## src/rtl/cache_refill_ctrl_pkg.sv

```systemverilog
// Shared defaults and FSM state encoding for the cache line refill controller.
package cache_refill_ctrl_pkg;

  localparam int DEF_ADDR_W   = 32;
  localparam int DEF_WORD_W   = 32;
  localparam int DEF_OFFSET_W = 2;
  localparam int DEF_INDEX_W  = 3;
  localparam int DEF_WAYS     = 4;

  typedef enum logic [2:0] {
    ST_IDLE = 3'd0,
    ST_REQ  = 3'd1,
    ST_FILL = 3'd2,
    ST_TAG  = 3'd3,
    ST_DONE = 3'd4
  } state_e;

endpackage

```

## src/rtl/cache_refill_ctrl.sv

```systemverilog
// Miss handler: fetches a whole line word by word (critical word first, wrapping),
// strobes each word into the victim way, then writes tag+valid and pulses refill_done.
module cache_refill_ctrl
  import cache_refill_ctrl_pkg::*;
#(
  parameter int ADDR_W   = DEF_ADDR_W,
  parameter int WORD_W   = DEF_WORD_W,
  parameter int OFFSET_W = DEF_OFFSET_W,
  parameter int INDEX_W  = DEF_INDEX_W,
  parameter int WAYS     = DEF_WAYS
) (
  input  logic                                 clk,
  input  logic                                 reset,
  input  logic                                 miss_req,
  input  logic [ADDR_W-1:0]                    miss_addr,
  input  logic [WAYS-1:0]                      victim_way,
  output logic                                 busy,
  output logic                                 mem_rd_req,
  output logic [ADDR_W-1:0]                    mem_rd_addr,
  input  logic                                 mem_rd_ack,
  input  logic [WORD_W-1:0]                    mem_rd_data,
  output logic                                 fill_en,
  output logic [WAYS-1:0]                      fill_way,
  output logic [INDEX_W-1:0]                   fill_index,
  output logic [OFFSET_W-1:0]                  fill_word,
  output logic [WORD_W-1:0]                    fill_data,
  output logic                                 tag_wr_en,
  output logic [ADDR_W-INDEX_W-OFFSET_W-3:0]   tag_wr_data,
  output logic                                 cpu_word_vld,
  output logic [WORD_W-1:0]                    cpu_word,
  output logic                                 refill_done
);

  localparam int TAG_W = ADDR_W - INDEX_W - OFFSET_W - 2;

  state_e                state_q;
  logic [OFFSET_W-1:0]   crit_q;
  logic [OFFSET_W-1:0]   wcnt_q;
  logic [OFFSET_W-1:0]   word_d;
  logic [OFFSET_W-1:0]   next_word_d;

  logic                  busy_q;
  logic                  mem_rd_req_q;
  logic [ADDR_W-1:0]     mem_rd_addr_q;
  logic                  fill_en_q;
  logic [WAYS-1:0]       fill_way_q;
  logic [INDEX_W-1:0]    fill_index_q;
  logic [OFFSET_W-1:0]   fill_word_q;
  logic [WORD_W-1:0]     fill_data_q;
  logic                  tag_wr_en_q;
  logic [TAG_W-1:0]      tag_wr_data_q;
  logic                  cpu_word_vld_q;
  logic [WORD_W-1:0]     cpu_word_q;
  logic                  refill_done_q;

  logic [TAG_W-1:0]      miss_tag;
  logic [INDEX_W-1:0]    miss_index;
  logic [OFFSET_W-1:0]   miss_offset;
  logic                  unused_byte_bits;

  assign miss_tag         = miss_addr[ADDR_W-1 -: TAG_W];
  assign miss_index       = miss_addr[OFFSET_W+2 +: INDEX_W];
  assign miss_offset      = miss_addr[2 +: OFFSET_W];
  // Byte offset within a word never matters: memory is read whole words.
  assign unused_byte_bits = ^miss_addr[1:0];

  // Wrap-around word position: modulo N falls out of the OFFSET_W-bit width.
  always_comb begin
    word_d      = crit_q + wcnt_q;
    next_word_d = word_d + OFFSET_W'(1);
  end

  always_ff @(posedge clk or negedge reset) begin
    if (!reset) begin
      state_q        <= ST_IDLE;
      crit_q         <= '0;
      wcnt_q         <= '0;
      busy_q         <= 1'b0;
      mem_rd_req_q   <= 1'b0;
      mem_rd_addr_q  <= '0;
      fill_en_q      <= 1'b0;
      fill_way_q     <= '0;
      fill_index_q   <= '0;
      fill_word_q    <= '0;
      fill_data_q    <= '0;
      tag_wr_en_q    <= 1'b0;
      tag_wr_data_q  <= '0;
      cpu_word_vld_q <= 1'b0;
      cpu_word_q     <= '0;
      refill_done_q  <= 1'b0;
    end else begin
      case (state_q)
        ST_IDLE: begin
          if (miss_req) begin
            state_q       <= ST_REQ;
            crit_q        <= miss_offset;
            wcnt_q        <= '0;
            busy_q        <= 1'b1;
            fill_way_q    <= victim_way;
            fill_index_q  <= miss_index;
            tag_wr_data_q <= miss_tag;
            mem_rd_req_q  <= 1'b1;
            mem_rd_addr_q <= {miss_tag, miss_index, miss_offset, 2'b00};
          end
        end
        ST_REQ: begin
          if (mem_rd_ack) begin
            state_q      <= ST_FILL;
            mem_rd_req_q <= 1'b0;
            fill_en_q    <= 1'b1;
            fill_word_q  <= word_d;
            fill_data_q  <= mem_rd_data;
            if (wcnt_q == '0) begin
              cpu_word_vld_q <= 1'b1;
              cpu_word_q     <= mem_rd_data;
            end
          end
        end
        ST_FILL: begin
          fill_en_q      <= 1'b0;
          cpu_word_vld_q <= 1'b0;
          wcnt_q         <= wcnt_q + OFFSET_W'(1);
          if (wcnt_q == '1) begin
            state_q     <= ST_TAG;
            tag_wr_en_q <= 1'b1;
          end else begin
            state_q       <= ST_REQ;
            mem_rd_req_q  <= 1'b1;
            mem_rd_addr_q <= {tag_wr_data_q, fill_index_q, next_word_d, 2'b00};
          end
        end
        ST_TAG: begin
          state_q       <= ST_DONE;
          tag_wr_en_q   <= 1'b0;
          refill_done_q <= 1'b1;
        end
        ST_DONE: begin
          state_q       <= ST_IDLE;
          refill_done_q <= 1'b0;
          busy_q        <= 1'b0;
        end
        default: state_q <= ST_IDLE;
      endcase
    end
  end

  assign busy         = busy_q;
  assign mem_rd_req   = mem_rd_req_q;
  assign mem_rd_addr  = mem_rd_addr_q;
  assign fill_en      = fill_en_q;
  assign fill_way     = fill_way_q;
  assign fill_index   = fill_index_q;
  assign fill_word    = fill_word_q;
  assign fill_data    = fill_data_q;
  assign tag_wr_en    = tag_wr_en_q;
  assign tag_wr_data  = tag_wr_data_q;
  assign cpu_word_vld = cpu_word_vld_q;
  assign cpu_word     = cpu_word_q;
  assign refill_done  = refill_done_q;

endmodule

```

## config.mk

```make
export PLATFORM = sky130hd
export DESIGN_NAME = cache_refill_ctrl
export DESIGN_NICKNAME = d
export VERILOG_FILES = /design/src/rtl/cache_refill_ctrl_pkg.sv /design/src/rtl/cache_refill_ctrl.sv
export SDC_FILE = /design/constraint.sdc
export NUM_CORES = 1
export LEC_CHECK = 0
export CORE_MARGIN = 1
export CORE_UTILIZATION = 50
export CTS_BUF_LIST = sky130_fd_sc_hd__clkbuf_4 sky130_fd_sc_hd__clkbuf_8
export DETAILED_ROUTE_END_ITERATION = 10
export MAX_ROUTING_LAYER = met4
export PLACE_DENSITY_LB_ADDON = 0.12
export SLEW_MARGIN = 20
export SYNTH_ARGS = -nofsm -noshare
export SYNTH_HDL_FRONTEND = slang
export SYNTH_SLANG_ARGS = --single-unit
```

## constraint.sdc

```tcl
create_clock -name clk -period 3.05 [get_ports clk]
set_clock_uncertainty 0.2 [all_clocks]
set_input_delay 0.305 -clock clk [delete_from_list [all_inputs] [get_ports clk]]
set_output_delay 0.305 -clock clk [all_outputs]
set_load 0.01 [all_outputs]
```

# Word-level counts from Yosys, hierarchy flattened
# Index checks and enable logic that the tools add are counted.
# word_totals
regBits,143
latch_bits,0
mem_bits_rw,0
rom_bits,0
in_bits,72
out_inout_bits,136
n_memories,0
# classes
n_addsub,3
multipliers,0
div,0
order_cmp,0
n_eq_ne,10
shift,0
mux,22
n_bitwise,0
reduce_logical,19
# ops
op,n
$mux 32,2
$pmux 32 s2,1
$reduce_and 2->1,7
$pmux 3 s4,1
$ne 2x2->1 const B,5
$pmux 1 s2,5
$reduce_bool 2->1,5
$reduce_and 3->1,3
$mux 1,7
$eq 3x2->1 const B,2
$mux 3,2
$add 2x1->2 const B,2
$mux 2,2
$pmux 2 s2,1
$reduce_and 4->1,1
$eq 3x1->1 const B,1
$eq 3x3->1 const B,1
$logic_not 3->1,1
$pmux 1 s3,1
$reduce_bool 3->1,1
$add 2x2->2,1
$eq 2x2->1 const B,1
$logic_not 2->1,1

# Depth between registers and ports, before layout
# logic_depth
ltp_word,4
ltp_mapped,7
ltp_nobuf,5

# Least setup slack after synthesis
# No wires, ideal clock.
# synth_timing
path_kind,register to register
from,reg wcnt_q[0]
to,reg mem_rd_addr_q[12] (netlist: mem_rd_addr[12])
setup_time_ns,0.132
arrival_ns,1.515
required_ns,2.718
setup_slack_ns,1.203
path_stages_with_launch,8
path_cell_list,dfrtp_1 ha_1 nand2b_1 a211o_1 buf_2 buf_2 nand2_1 o21ai_1
# synth_between
elab_chain_cells,3
# synth_rtl
element,line_no,rtl
from (decl),cache_refill_ctrl.sv:38,logic [OFFSET_W-1:0] wcnt_q;
from (signal assigned),cache_refill_ctrl.sv:122,wcnt_q <= wcnt_q + OFFSET_W'(1);
$eq 2x2->1,cache_refill_ctrl.sv:123,if (wcnt_q == '1) begin
$ne 2x2->1 (no line),--,
$reduce_and 3->1 (no line),--,
to (signal assigned),cache_refill_ctrl.sv:103,"mem_rd_addr_q <= {miss_tag, miss_index, miss_offset, 2'b00};"
to (signal assigned),cache_refill_ctrl.sv:129,"mem_rd_addr_q <= {tag_wr_data_q, fill_index_q, next_word_d, 2'b00};"
to (decl),cache_refill_ctrl.sv:44,logic [ADDR_W-1:0] mem_rd_addr_q;
# No other way between the ends.
# A chain may end at the register's enable or synchronous reset.

# Final worst setup path
# layout_timing
from,reg wcnt_q[0]
to,reg mem_rd_addr_q[13] (netlist: mem_rd_addr[13])
# Same word-level chain as after synthesis.

==> flow_summary.yaml <==
logic_synthesis:
  syn_inst: 409
  synth_area_leader_cell: "dfrtp_1"
  syn_area_um2: 5840
  synth_cell_types: 31
  synth_top_cell_area_share_pct: 60.5
  synth_edf_count: 0
  syn_avg_cell_area_um2: 14.3
  synth.area.top_cells: "dfrtp_1, mux2_2, mux2_4"
  async_reset_ff_share_pct: 100
  synth-seq-cells: 141
  ys_dominant_reg_cell: "dfrtp_1"
  ys_warn_count: 0
  ys_seq_area_share_pct: 60.5
clocking:
  cts_root_buf: "clkbuf_8"
  clkTransAtPathRegs_ns: 0.08
  cts_tree: "built"
  clock_sinks: 141
  cts_max_path_buffers: 2
  cts_resized: 0
  clk_latency_ns: 0.45
  cts_buffers: 17
  cts_htree_levels: 4
drt:
  wire_per_inst_um: 17.2
  dr.pass1.iters: 4
  routed_via_density: 5.21
  ant_nets: 0
  vias: 4008
  drt_iter0_drc: 246
  drc: 0
  postRouteWirelength_mm: 13.2
floorplan:
  coreArea_um2: 11400
  die_width_um: 110
  dieArea_um2: 12100
  io_pins: 208
  initial_core_util_pct: 51.1
  rows: 39
  die_y_um: 110
final_layout:
  fin_cells: 769
  area_growth_syn_to_layout_pct: 42.4
  antenna_cells: 0
  layout_commonest_cell: "clkdlybuf4s50_1"
  drive_gt1_share_pct: 23.0
  final_cell_mix: "clkdlybuf4s50_1, dfrtp_1, mux2_2"
  nNetsFinal: 688
  fill_cells: 832
critical_path:
  cp_cell_sequence: "ha_1 > nand2b_1 > a211o_2 > nand2_1 > o21ai_1"
  reg2reg_depth: 5
  worst_setup_path_start_kind: "flop"
  cpPeakStageDelay_ns: 0.68
  cpMaxStageDelayCell: "a211o_2"
  crit_path_end_kind: "flop"
  crit_required_ns: 3.14
  path_max_fanout: 59
  reg2reg_from: "wcnt_q[0]"
  rrSetupSlack_ns: 0.79
  reg2reg_to: "mem_rd_addr[13]"
  path_class: "reg -> reg"
  arrival_ns: 2.35
timing:
  tightest_slew_ns: 0.978
  finalMaxSlewViolations: 0
  fin_tns_setup_ns: 0
  whs_ns: 0.267
  hold_violations: 0
  maxSlewHeadroom_pct: 34.8
  min_period_ns: 2.26
  rsz0062_at_grt: "false"
  max_freq_mhz: 443
  setup_viol: 0
  period_share_pct: 74.0
pwr:
  powerDensity_nw_per_um2: 1130
  p_leak_nw: 3.80
  ir_worst_vdd_v: 0.000686
outcome:
  status: "completed"
worst_hold_path:
  hold_class: "in -> async"
grt:
  grt_max_degree: 86
  grt_pass1_wl_mm: 20.4
  grt_pass1_vias: 4136
  overflow: 0
  gr-usage-all-layers_pct: 23.5
  antenna_found_initial: 0
placed_design:
  post-dp-hpwl_mm: 9.13
  routabilityCongestion: 0.810
  dp.cells: 736
  io_buffers: 203
flow_run:
  max_cap_violations: 0
## worst max-delay path by stage
stage | start | endpoint | slack, ns | cells past startpoint
global route | wcnt_q[0] | mem_rd_addr[31] | 0.59 | 4
floorplan | wcnt_q[0] | mem_rd_addr[12] | 1.20 | 7
global placement | mem_rd_ack | fill_data[30] | 0.62 | 5
detailed placement | mem_rd_ack | fill_data[11] | 0.63 | 5
CTS | state_q[1] | mem_rd_addr[13] | 0.75 | 3
finish | wcnt_q[0] | mem_rd_addr[13] | 0.79 | 5
## layout make-up
| class | count | area (um2) | share of cell area (%) |
|---|---|---|---|
| Sequential cell | 141 | 3530 | 42.5 |
| Clock buffer | 25 | 325 | 3.91 |
| Clock inverter | 7 | 60.1 | 0.723 |
| Multi-Input combinational cell | 236 | 2090 | 25.2 |
| Inverter | 7 | 26.3 | 0.316 |
| Timing Repair Buffer | 210 | 2100 | 25.3 |
| Tap cell | 143 | 179 | 2.15 |
## critical path: cells and delay by family (launching register included)
family                     cells  cell delay (ns)
AOI/OAI and AO/OA              2             0.77
DFF                            1             0.44
and+or+nand+nor                2             0.41
adders and majority gates      1             0.26
## through the flow
stage | setup slack, ns | area [um2] | power [mW] | util, %
2_1_floorplan | 1.20 | 5840 | 5.71 | -
3_3_place_gp | 0.624 | 7910 | 7.85 | 69.3
3_5_place_dp | 0.629 | 7910 | 8.01 | 69.3
4_1_cts | 0.752 | 8310 | 9.49 | 72.8
5_1_grt | 0.590 | 8310 | 9.98 | 72.8
6_report | 0.792 | 8310 | 9.37 | 72.8
## synthesized netlist by cell type (2+ instances only)
master,count
mux2_4,30
nand2_1,33
buf_2,6
a21oi_1,9
buf_4,7
o21ai_1,27
buf_6,9
inv_1,7
and3_1,3
mux2i_1,29
dfrtp_1,141
nor2_1,8
nand2b_1,2
clkbuf_1,4
mux2_2,69
ha_1,3
o21ai_0,8
## registers in the layout, summed over array words and instances (netlist names)
signal / flops
cpu_word: 32
fill_data: 32
mem_rd_addr: 30
tag_wr_data: 25
fill_way: 4
fill_index: 3
state_q: 3
crit_q: 2
fill_word: 2
wcnt_q: 2
busy: 1
cpu_word_vld: 1
fill_en: 1
mem_rd_req: 1
refill_done: 1
tag_wr_en: 1
## kinds of logic after synthesis
kind of cell,synth area share [%]
AOI/OAI and AO/OA,4.52
xor gates and xnor gates,0.536
adders and majority gates,0.643
buffers and inverters,3.86
DFF,60.5
muxes,26.0
other,0.0642
and+or+nand+nor,3.92
## report_power, final
group	switching, mW	internal, mW	total, mW
combinational	1.77	2.76	4.53
sequential	0.578	2.82	3.40
clock	0.673	0.772	1.45
## routing by layer
metal	part of all wire, %	track usage, %	up-vias
li1	-	-	1829
met1	40	27.2	2016
met2	49	37.1	142
met3	8.9	9.47	21
met4	1.5	7.90	0
met5	0	-	-
## repair_timing
| item | 4_1_cts | 5_1_grt |
|---|---|---|
| hold endpoints to repair | 83 | 0 |
| buffers inserted | 0 | 0 |
| hold buffers | 1 | 0 |
(Power assumes the default switching activity.)
